## src/rtl/mac_param_acc.sv

```systemverilog
// mac_param_acc: parametrised multiply-accumulate with valid/ready handshakes.
// One frame of frame_len accepted operand pairs yields one accumulated result.
// Signedness, saturation and frame length are captured when a frame starts.
module mac_param_acc #(
    parameter int W     = 8,
    parameter int ACC_W = 2 * W + 8,
    parameter int PIPE  = 2,
    parameter int LEN_W = 8
) (
    input  logic             clk,
    input  logic             reset,
    input  logic             in_valid,
    output logic             in_ready,
    input  logic [W-1:0]     X,
    input  logic [W-1:0]     Y,
    input  logic             is_signed,
    input  logic             sat_en,
    input  logic [LEN_W-1:0] frame_len,
    output logic             out_valid,
    input  logic             out_ready,
    output logic [ACC_W-1:0] acc_out,
    output logic             overflow
);

    typedef enum logic [1:0] {
        IDLE  = 2'd0,
        ACC   = 2'd1,
        DRAIN = 2'd2,
        HOLD  = 2'd3
    } state_t;

    localparam logic [ACC_W-1:0] SMAX = {1'b0, {(ACC_W-1){1'b1}}};
    localparam logic [ACC_W-1:0] SMIN = {1'b1, {(ACC_W-1){1'b0}}};
    localparam logic [ACC_W-1:0] UMAX = {ACC_W{1'b1}};

    state_t             state_r;
    state_t             state_nxt_s;
    logic               in_ready_s;
    logic               accept_s;
    logic               frame_start_s;
    logic               consume_s;
    logic [LEN_W-1:0]   len_in_s;
    logic [LEN_W-1:0]   len_r;
    logic [LEN_W-1:0]   cnt_r;
    logic               signed_r;
    logic               sat_r;
    logic               eff_signed_s;
    logic [ACC_W-1:0]   xe_s;
    logic [ACC_W-1:0]   ye_s;
    logic [ACC_W-1:0]   prod_s;
    logic [ACC_W-1:0]   pipe_data_r [PIPE];
    logic [PIPE-1:0]    pipe_vld_r;
    logic [ACC_W-1:0]   acc_r;
    logic [ACC_W-1:0]   acc_nxt_s;
    logic [ACC_W:0]     sum_s;
    logic               ovf_evt_s;
    logic               ovf_r;
    logic               out_valid_r;
    logic               tail_s;

    assign accept_s      = in_valid && in_ready_s;
    assign frame_start_s = accept_s && ((state_r == IDLE) || (state_r == HOLD));
    assign consume_s     = out_valid_r && out_ready;
    assign len_in_s      = (frame_len == {LEN_W{1'b0}}) ? LEN_W'(1) : frame_len;
    assign eff_signed_s  = frame_start_s ? is_signed : signed_r;
    // The last product sits in the final stage; the add uses it next edge.
    assign tail_s        = pipe_vld_r[PIPE-1];

    assign in_ready  = in_ready_s;
    assign out_valid = out_valid_r;
    assign acc_out   = acc_r;
    assign overflow  = ovf_r;

    // Operands extended to accumulator width; the low ACC_W bits of the
    // product are exact for both signed and unsigned since 2*W <= ACC_W.
    always_comb begin
        xe_s = eff_signed_s ? {{(ACC_W-W){X[W-1]}}, X} : {{(ACC_W-W){1'b0}}, X};
        ye_s = eff_signed_s ? {{(ACC_W-W){Y[W-1]}}, Y} : {{(ACC_W-W){1'b0}}, Y};
        prod_s = xe_s * ye_s;
    end

    // Accumulator update with overflow detection and optional clamping.
    always_comb begin
        sum_s     = {1'b0, acc_r} + {1'b0, pipe_data_r[PIPE-1]};
        acc_nxt_s = sum_s[ACC_W-1:0];
        ovf_evt_s = 1'b0;
        if (signed_r) begin
            ovf_evt_s = (acc_r[ACC_W-1] == pipe_data_r[PIPE-1][ACC_W-1]) &&
                        (sum_s[ACC_W-1] != acc_r[ACC_W-1]);
            if (ovf_evt_s && sat_r) begin
                acc_nxt_s = acc_r[ACC_W-1] ? SMIN : SMAX;
            end else begin
                acc_nxt_s = sum_s[ACC_W-1:0];
            end
        end else begin
            ovf_evt_s = sum_s[ACC_W];
            if (ovf_evt_s && sat_r) begin
                acc_nxt_s = UMAX;
            end else begin
                acc_nxt_s = sum_s[ACC_W-1:0];
            end
        end
    end

    // FSM state register.
    always_ff @(posedge clk) begin
        if (reset) begin
            state_r <= IDLE;
        end else begin
            state_r <= state_nxt_s;
        end
    end

    // FSM next-state logic.
    always_comb begin
        state_nxt_s = state_r;
        case (state_r)
            IDLE: begin
                if (accept_s) begin
                    state_nxt_s = (len_in_s == LEN_W'(1)) ? DRAIN : ACC;
                end else begin
                    state_nxt_s = IDLE;
                end
            end
            ACC: begin
                if (accept_s && (cnt_r == (len_r - LEN_W'(1)))) begin
                    state_nxt_s = DRAIN;
                end else begin
                    state_nxt_s = ACC;
                end
            end
            DRAIN: begin
                if (pipe_vld_r == {PIPE{1'b0}}) begin
                    state_nxt_s = HOLD;
                end else begin
                    state_nxt_s = DRAIN;
                end
            end
            HOLD: begin
                if (consume_s && accept_s) begin
                    state_nxt_s = (len_in_s == LEN_W'(1)) ? DRAIN : ACC;
                end else if (consume_s) begin
                    state_nxt_s = IDLE;
                end else begin
                    state_nxt_s = HOLD;
                end
            end
            default: state_nxt_s = IDLE;
        endcase
    end

    // FSM outputs: ready while collecting, or in HOLD when the result leaves.
    always_comb begin
        in_ready_s = 1'b0;
        if (reset) begin
            in_ready_s = 1'b0;
        end else begin
            case (state_r)
                IDLE:    in_ready_s = 1'b1;
                ACC:     in_ready_s = 1'b1;
                HOLD:    in_ready_s = out_ready;
                default: in_ready_s = 1'b0;
            endcase
        end
    end

    // Multiplier pipeline, frame configuration and operand counter.
    always_ff @(posedge clk) begin
        if (reset) begin
            for (int i = 0; i < PIPE; i++) begin
                pipe_data_r[i] <= {ACC_W{1'b0}};
                pipe_vld_r[i]  <= 1'b0;
            end
            signed_r <= 1'b0;
            sat_r    <= 1'b0;
            len_r    <= LEN_W'(1);
            cnt_r    <= {LEN_W{1'b0}};
        end else begin
            pipe_data_r[0] <= prod_s;
            pipe_vld_r[0]  <= accept_s;
            for (int i = 1; i < PIPE; i++) begin
                pipe_data_r[i] <= pipe_data_r[i-1];
                pipe_vld_r[i]  <= pipe_vld_r[i-1];
            end
            if (frame_start_s) begin
                signed_r <= is_signed;
                sat_r    <= sat_en;
                len_r    <= len_in_s;
                cnt_r    <= LEN_W'(1);
            end else if (accept_s) begin
                cnt_r <= cnt_r + LEN_W'(1);
            end else begin
                cnt_r <= cnt_r;
            end
        end
    end

    // Accumulator, sticky overflow and result-valid registers.
    always_ff @(posedge clk) begin
        if (reset) begin
            acc_r       <= {ACC_W{1'b0}};
            ovf_r       <= 1'b0;
            out_valid_r <= 1'b0;
        end else if (consume_s) begin
            acc_r       <= {ACC_W{1'b0}};
            ovf_r       <= 1'b0;
            out_valid_r <= 1'b0;
        end else begin
            if (tail_s) begin
                acc_r <= acc_nxt_s;
                ovf_r <= ovf_r | ovf_evt_s;
            end else begin
                acc_r <= acc_r;
                ovf_r <= ovf_r;
            end
            if ((state_r == DRAIN) && (pipe_vld_r == {PIPE{1'b0}})) begin
                out_valid_r <= 1'b1;
            end else begin
                out_valid_r <= out_valid_r;
            end
        end
    end

endmodule

```

## config.mk

```make
export PLATFORM = sky130hd
export DESIGN_NAME = mac_param_acc
export DESIGN_NICKNAME = d
export VERILOG_FILES = /design/src/rtl/mac_param_acc.sv
export SDC_FILE = /design/constraint.sdc
export NUM_CORES = 1
export LEC_CHECK = 0
export BUFFER_PORTS_ARGS = -buffer_cell sky130_fd_sc_hd__buf_2
export CAP_MARGIN = 30
export CORE_MARGIN = 8
export CORE_UTILIZATION = 64
export CTS_BUF_LIST = sky130_fd_sc_hd__clkbuf_16
export DETAILED_ROUTE_END_ITERATION = 12
export MAX_ROUTING_LAYER = met4
export PLACE_DENSITY = 0.88
export SLEW_MARGIN = 20
export SYNTH_ARGS = -nofsm -noshare
export SYNTH_HDL_FRONTEND = slang
export SYNTH_SLANG_ARGS = --single-unit
```

## constraint.sdc

```tcl
create_clock -name clk -period 11.6 [get_ports clk]
set_input_delay 1.74 -clock clk [delete_from_list [all_inputs] [get_ports clk]]
set_output_delay 1.74 -clock clk [all_outputs]
set_load 0.02 [all_outputs]
```

==> results.sh, run 1 <==
export IMPL_instance_area_at_placement_um2=11200
export IMPL_layout_min_cycle_time_ps=9190
export IMPL_regArea_um2=1920
export IMPL_timing_hold_worst_class="flop to flop"
export IMPL_grt_start_max_net_pins=71
export IMPL_finalClockSkew_ps=10.7
export IMPL_required_ps=11810
export IMPL_synth_edff_count=0
export IMPL_cp_slowest_cell="fa_1"
export IMPL_wl_per_cell_um=16.2
export IMPL_mappedNetlistArea_um2=10900
export IMPL_flow_area_growth_from_synthesis_pct=6.36
export IMPL_synthMostInstantiatedCell="inv_1"
export IMPL_cts_hold_buffers=0
export IMPL_floorplan_initialDensity_pct=65.5
export IMPL_synthDominantCellAreaShare_pct=24.7
export IMPL_h_tree_levels=3
export IMPL_synth_seq_area_share_pct=17.7
export IMPL_crit_buf_inv=8
export IMPL_timing_hold_violations_final=0
export IMPL_regToRegEndpoint="pipe_data_r[0][21]"
export IMPL_yosys_warnings=0
export IMPL_overflow=0
export IMPL_detailed_place_hpwl_um=19300
export IMPL_min_path_cells=1
export IMPL_rsz0062_at_grt="false"
export IMPL_postRouteAntennaNets=0
export IMPL_timing_worst_slew_pin_value_ps=857
export IMPL_fp_dieH_um=146
export IMPL_numPortBuffers=56
export IMPL_ir_worst_vdd_v=0.000132
export IMPL_final_area_um2=11500
export IMPL_route_vias_total=8227
export IMPL_antenna_found_initial=0
export IMPL_reg2reg_from="state_r[0]"
export IMPL_std_cell_rows=47
export IMPL_antennaDiodeCount=0
export IMPL_period_share_pct=79.3
export IMPL_clockBufferDepth=2
export IMPL_synthFlopType="dfxtp_1"
export IMPL_number_of_standard_cells_in_the_final_layout_excluding_fillers=1461
export IMPL_design_power_total_mw=2.62
export IMPL_crit_path_start_kind="input port"
export IMPL_finalMaxSlewViolations=0
export IMPL_cts_tree="built"
export IMPL_timing_hold_worst_endpoint="pipe_data_r[0][31]"
export IMPL_wirelength_um=23700
export IMPL_clock_latency_ps=350
export IMPL_detailed_route_drc_error_count=0
export IMPL_first_global_vias=8646
export IMPL_cp_data_arrival_time_ps=9400
export IMPL_cts_made_buffers=9
export IMPL_cts_resized=0
export IMPL_grt_pass1_wl_um=40400
export IMPL_worstSetupPathType="input port to flop"
export IMPL_mappedNetlistNets=1492
export IMPL_timing_max_cap_violations=0
export IMPL_hp_start="pipe_data_r[0][7]"
export IMPL_async_reset_ff_share_pct=0
export IMPL_maxSlewHeadroom_pct=42.8
export IMPL_netlist_top_cell_by_area="fa_1"
export IMPL_nets=1520
export IMPL_postSynthCellCount=1208
export IMPL_critical_path_max_stage_delay_ps=630
export IMPL_io_pins=57
export IMPL_layout_filler_cells=1273
export IMPL_worst_setup_hold_path_clk_slew_ps=70
export IMPL_worst_setup_path_end_kind="flop"
export IMPL_static_leakage_power_nw=5.96
export IMPL_cts_root_buf="clkbuf_16"
export IMPL_drt_first_pass_iters=7
export IMPL_floorplan_die_width_um=146
export IMPL_power_per_cell_area_nw_per_um2=227
export IMPL_gp_routability_congestion=0.969
export IMPL_place_detailed_instances=1445
export IMPL_grtUsageTotal_pct=23.3
export IMPL_r2r_setup_slack_ps=3230
export IMPL_r2r_cells=28
export IMPL_timing_setup_tns_ps=0
export IMPL_synth_common_cells="208 x inv_1, 134 x fa_1, 120 x ha_1"
export IMPL_place_ws_ps=2080
export IMPL_multiInputGateArea_um2=7970
export IMPL_post_cts_buffers=0
export IMPL_final_layout_size_suffix_gt1_share_pct=7.90
export IMPL_result_of_the_run="completed"
export IMPL_drt_initial_drc_count=388
export IMPL_crit_family="adder cells"
export IMPL_worst_slack_ps=2410
export IMPL_synth_avg_cell_area_um2=8.99
export IMPL_critical_path_max_fanout=16
export IMPL_ys_top_cells_by_area="fa_1 25%, dfxtp_1 18%, ha_1 14%, inv_1 7.2%, xnor2_1 4.0%"
export IMPL_tritoncts_num_sinks=96
export IMPL_setup_viol_count_final=0
export IMPL_flip_flop_and_latch_count_after_synthesis=96
export IMPL_fmax_ghz=0.109
export IMPL_core_area_um2=16600
export IMPL_drt_vias_per_instance=5.63
export IMPL_synth_cell_types=67
export IMPL_die_area_um2=21400
-- flip-flops by register name, summed over array words and instances, names as in the netlist --
name	count
state_r	2
signed_r	1
sat_r	1
out_valid	1
cnt_r	8
pipe_vld_r	2
len_r	8
acc_out	24
overflow	1
pipe_data_r	48
-- worst register-to-register path: cells and delay by family, from the launching register on --
kind / cells / cell delay [ps]
AND/OR/NAND/NOR: 5 / 1460
AO/OA/AOI/OAI: 5 / 1140
flip-flops: 1 / 370
buffers and inverters: 8 / 820
XOR/XNOR: 1 / 150
adder cells (fa/ha/maj): 9 / 4280
-- how the worst max path moves through the flow --
stage	cells after the start	endpoint	slack [ps]	startpoint
6_report	27	pipe_data_r[0][21]	2410	out_ready
4_1_cts	27	pipe_data_r[0][21]	2470	out_ready
2_1_floorplan	28	pipe_data_r[0][21]	2930	reset
3_3_place_gp	27	pipe_data_r[0][21]	2400	out_ready
5_1_grt	27	pipe_data_r[0][21]	1980	out_ready
3_5_place_dp	27	pipe_data_r[0][21]	2080	out_ready
-- placed cells by master (no fill, tap or decap), types with 49 or more instances in the layout --
master and n:
nor2_1 62, ha_1 120, xnor2_1 50, dfxtp_1 96, inv_1 208, and2_1 50, fa_1 134, o21ai_0 49
a21oi_1 66, buf_2 56, nand2_1 73
-- cell families after synthesis --
logic type	Yosys count	synth area share [%]
DFF	96	17.7
xor gates and xnor gates	74	6.21
adders and majority gates	254	38.5
buffers and inverters	249	8.94
AOI/OAI and AO/OA	205	12.3
muxes	11	1.03
and+or+nand+nor	319	15.3
-- routing by layer --
metal,wire length [µm],global-route usage (%),share of wire (%),vias to the layer above
met5,0,-,0,-
li1,-,-,-,3954
met3,1390,3.80,5.9,31
met1,10400,28.1,44,4013
met4,391,6.85,1.7,0
met2,11400,39.5,48,229
-- through the flow --
stage	hold WS, ps	utilization, %
CTS	435	69.6
global route	452	69.6
global placement	417	67.8
detailed placement	420	67.8
floorplan	414	-
finish	432	69.6
-- cell type report --
| class | count | area share, % |
|---|---|---|
| multi-input combinational | 863 | 69.0 |
| sequential | 96 | 16.6 |
| inverter | 208 | 6.76 |
| timing repair buffer | 58 | 2.56 |
| tap | 220 | 2.38 |
| clock buffer | 9 | 1.95 |
| clock inverter | 7 | 0.737 |
-- power by group --
group / total [mW] / switching [mW] / internal, mW
clock network: 0.307 / 0.136 / 0.172
logic: 1.87 / 1.07 / 0.800
registers: 0.447 / 0.0416 / 0.405
Power figures use the tool's default switching activity.
==> run 2, diff against run 1 <==
--- a/config.mk
+++ b/config.mk
@@ -8,11 +8,11 @@
 export BUFFER_PORTS_ARGS = -buffer_cell sky130_fd_sc_hd__buf_2
 export CAP_MARGIN = 30
 export CORE_MARGIN = 8
-export CORE_UTILIZATION = 64
+export CORE_UTILIZATION = 58
 export CTS_BUF_LIST = sky130_fd_sc_hd__clkbuf_16
 export DETAILED_ROUTE_END_ITERATION = 12
 export MAX_ROUTING_LAYER = met4
-export PLACE_DENSITY = 0.88
+export PLACE_DENSITY = 0.84
 export SLEW_MARGIN = 20
 export SYNTH_ARGS = -nofsm -noshare
 export SYNTH_HDL_FRONTEND = slang
==> constraint.sdc (replaced) <==
create_clock -name clk -period 8.3 [get_ports clk]
set_input_delay 1.245 -clock clk [delete_from_list [all_inputs] [get_ports clk]]
set_output_delay 1.245 -clock clk [all_outputs]
set_load 0.02 [all_outputs]
==> results.sh, run 2 (synthesis gave the netlist of run 1 again) <==
export IMPL_first_global_vias=8320
export IMPL_seqPwrFrac_pct=17.4
export IMPL_switching_share_pct=47.2
export IMPL_worstSetupPathType="input port to flop"
export IMPL_finalMaxSlewViolations=0
export IMPL_cp_data_arrival_time_ps=8090
export IMPL_grt_pass1_wl_um=40100
export IMPL_core_area_um2=18500
export IMPL_final_layout_size_suffix_gt1_share_pct=8.57
export IMPL_flow_area_growth_from_synthesis_pct=6.78
export IMPL_timing_worst_slew_pin_value_ps=827
export IMPL_worst_setup_path_end_kind="flop"
export IMPL_route_vias_total=8096
export IMPL_overflow=0
export IMPL_result_of_the_run="completed"
export IMPL_antennaDiodeCount=0
export IMPL_wl_per_cell_um=15.4
export IMPL_reg2reg_from="state_r[0]"
export IMPL_clockBufferDepth=2
export IMPL_cts_made_buffers=9
export IMPL_required_ps=8500
export IMPL_drt_vias_per_instance=5.46
export IMPL_die_area_um2=23400
export IMPL_p_clk_share_pct=10.6
export IMPL_wirelength_um=22800
export IMPL_internal_power_mw=1.89
export IMPL_drt_first_pass_iters=5
export IMPL_grt_start_max_net_pins=71
export IMPL_cp_slowest_cell="fa_1"
export IMPL_nets=1527
export IMPL_fp_dieH_um=153
export IMPL_postRouteAntennaNets=0
export IMPL_rsz0062_at_grt="false"
export IMPL_largest_register="pipe_data_r"
export IMPL_switchingPower_mw=1.69
export IMPL_design_power_total_mw=3.58
export IMPL_timing_max_cap_violations=0
export IMPL_finalClockSkew_ps=10.7
export IMPL_worst_setup_hold_path_clk_slew_ps=70
export IMPL_power_combinational_fraction_pct=72.0
export IMPL_clock_latency_ps=340
export IMPL_cts_root_buf="clkbuf_16"
export IMPL_timing_hold_worst_class="flop to flop"
export IMPL_numPortBuffers=56
export IMPL_h_tree_levels=3
export IMPL_power_per_cell_area_nw_per_um2=309
export IMPL_ir_worst_vdd_v=0.000179
export IMPL_antenna_found_initial=0
export IMPL_grtUsageTotal_pct=21.0
export IMPL_period_share_pct=95.1
export IMPL_cpMostUsedCell="fa_1"
export IMPL_static_leakage_power_nw=5.98
export IMPL_floorplan_die_width_um=153
export IMPL_number_of_flip_flops_in_the_largest_register=48
export IMPL_cts_tree="built"
export IMPL_setup_viol_count_final=0
export IMPL_layout_min_cycle_time_ps=7890
export IMPL_layout_cells_most_common="inv_1"
export IMPL_detailed_route_drc_error_count=0
export IMPL_crit_path_start="out_ready"
export IMPL_detailed_place_hpwl_um=18900
export IMPL_floorplan_initialDensity_pct=58.6
export IMPL_timing_hold_violations_final=0
export IMPL_instance_area_at_placement_um2=11300
export IMPL_drt_initial_drc_count=399
export IMPL_critical_path_max_fanout=10
export IMPL_maxSlewHeadroom_pct=44.8
export IMPL_layout_common_cells="208 x inv_1, 134 x fa_1, 120 x ha_1"
export IMPL_io_pins=57
export IMPL_critical_path_max_stage_delay_ps=600
export IMPL_final_area_um2=11600
export IMPL_std_cell_rows=50
export IMPL_fmax_ghz=0.127
export IMPL_tritoncts_num_sinks=96
export IMPL_gp_routability_congestion=0.928
export IMPL_hp_start="pipe_data_r[0][8]"
export IMPL_crit_path_start_kind="input port"
==> run 2: through the flow <==
step,setup TNS (ps),worst slack (ps),util [%],hold WS [ps],instances
2_1_floorplan,0,128,-,414,1208
5_1_grt,0,83.6,62.6,438,1482
3_5_place_dp,-136,-95.3,61.1,422,1466
6_report,0,410,62.6,426,1482
4_1_cts,0,287,62.5,430,1482
3_3_place_gp,0,120,61.1,419,1466
==> run 2: path summary, 6_finish.rpt <==
kind / to / slack [ps] / cells past startpoint
setup / recovery: pipe_data_r[0][21] / 410 / 27
hold / removal: pipe_data_r[0][32] / 430 / 1
setup reg to reg: pipe_data_r[0][21] / 740 / 28
hold reg to reg: pipe_data_r[0][32] / 430 / 1
==> run 2: worst max-delay path, delay by kind of cell <==
| kind | cells | cell delay [ps] |
|---|---|---|
| adder cells (fa/ha/maj) | 8 | 3910 |
| AO/OA/AOI/OAI | 6 | 1300 |
| buffers and inverters | 8 | 770 |
| AND/OR/NAND/NOR | 4 | 730 |
| XOR/XNOR | 1 | 150 |
==> run 2: power by group through the flow <==
| stage | combinational, mW | sequential [mW] | clock, mW |
|---|---|---|---|
| 5_1_grt | 2.96 | 0.634 | 0.409 |
| 6_report | 2.58 | 0.623 | 0.380 |
| 2_1_floorplan | 2.04 | 0.636 | 0 |
| 4_1_cts | 2.59 | 0.623 | 0.389 |
| 3_3_place_gp | 2.46 | 0.630 | 0 |
| 3_5_place_dp | 2.57 | 0.633 | 0 |
==> run 2: final cells by class <==
type                            count  area (µm²)
Timing Repair Buffer               65         348
Fill cell                        1516        6920
Inverter                          208         781
Multi-Input combinational cell    863        7980
Clock inverter                      7        46.3
Tap cell                          234         293
Sequential cell                    96        1920
Clock buffer                        9         225
==> run 2: repair_timing <==
action                                  4_1_cts  5_1_grt
setup buffers                                 0        0
endpoints found under the setup margin        0        3
resized for setup                             0        4
hold buffers                                  0        0
==> run 2: metal layers <==
metal  GRT usage [%]  share of wire [%]
met1            27.4                 47
met3            2.23                4.1
met4            5.56                1.7
met5               -                  0
met2            34.6                 47
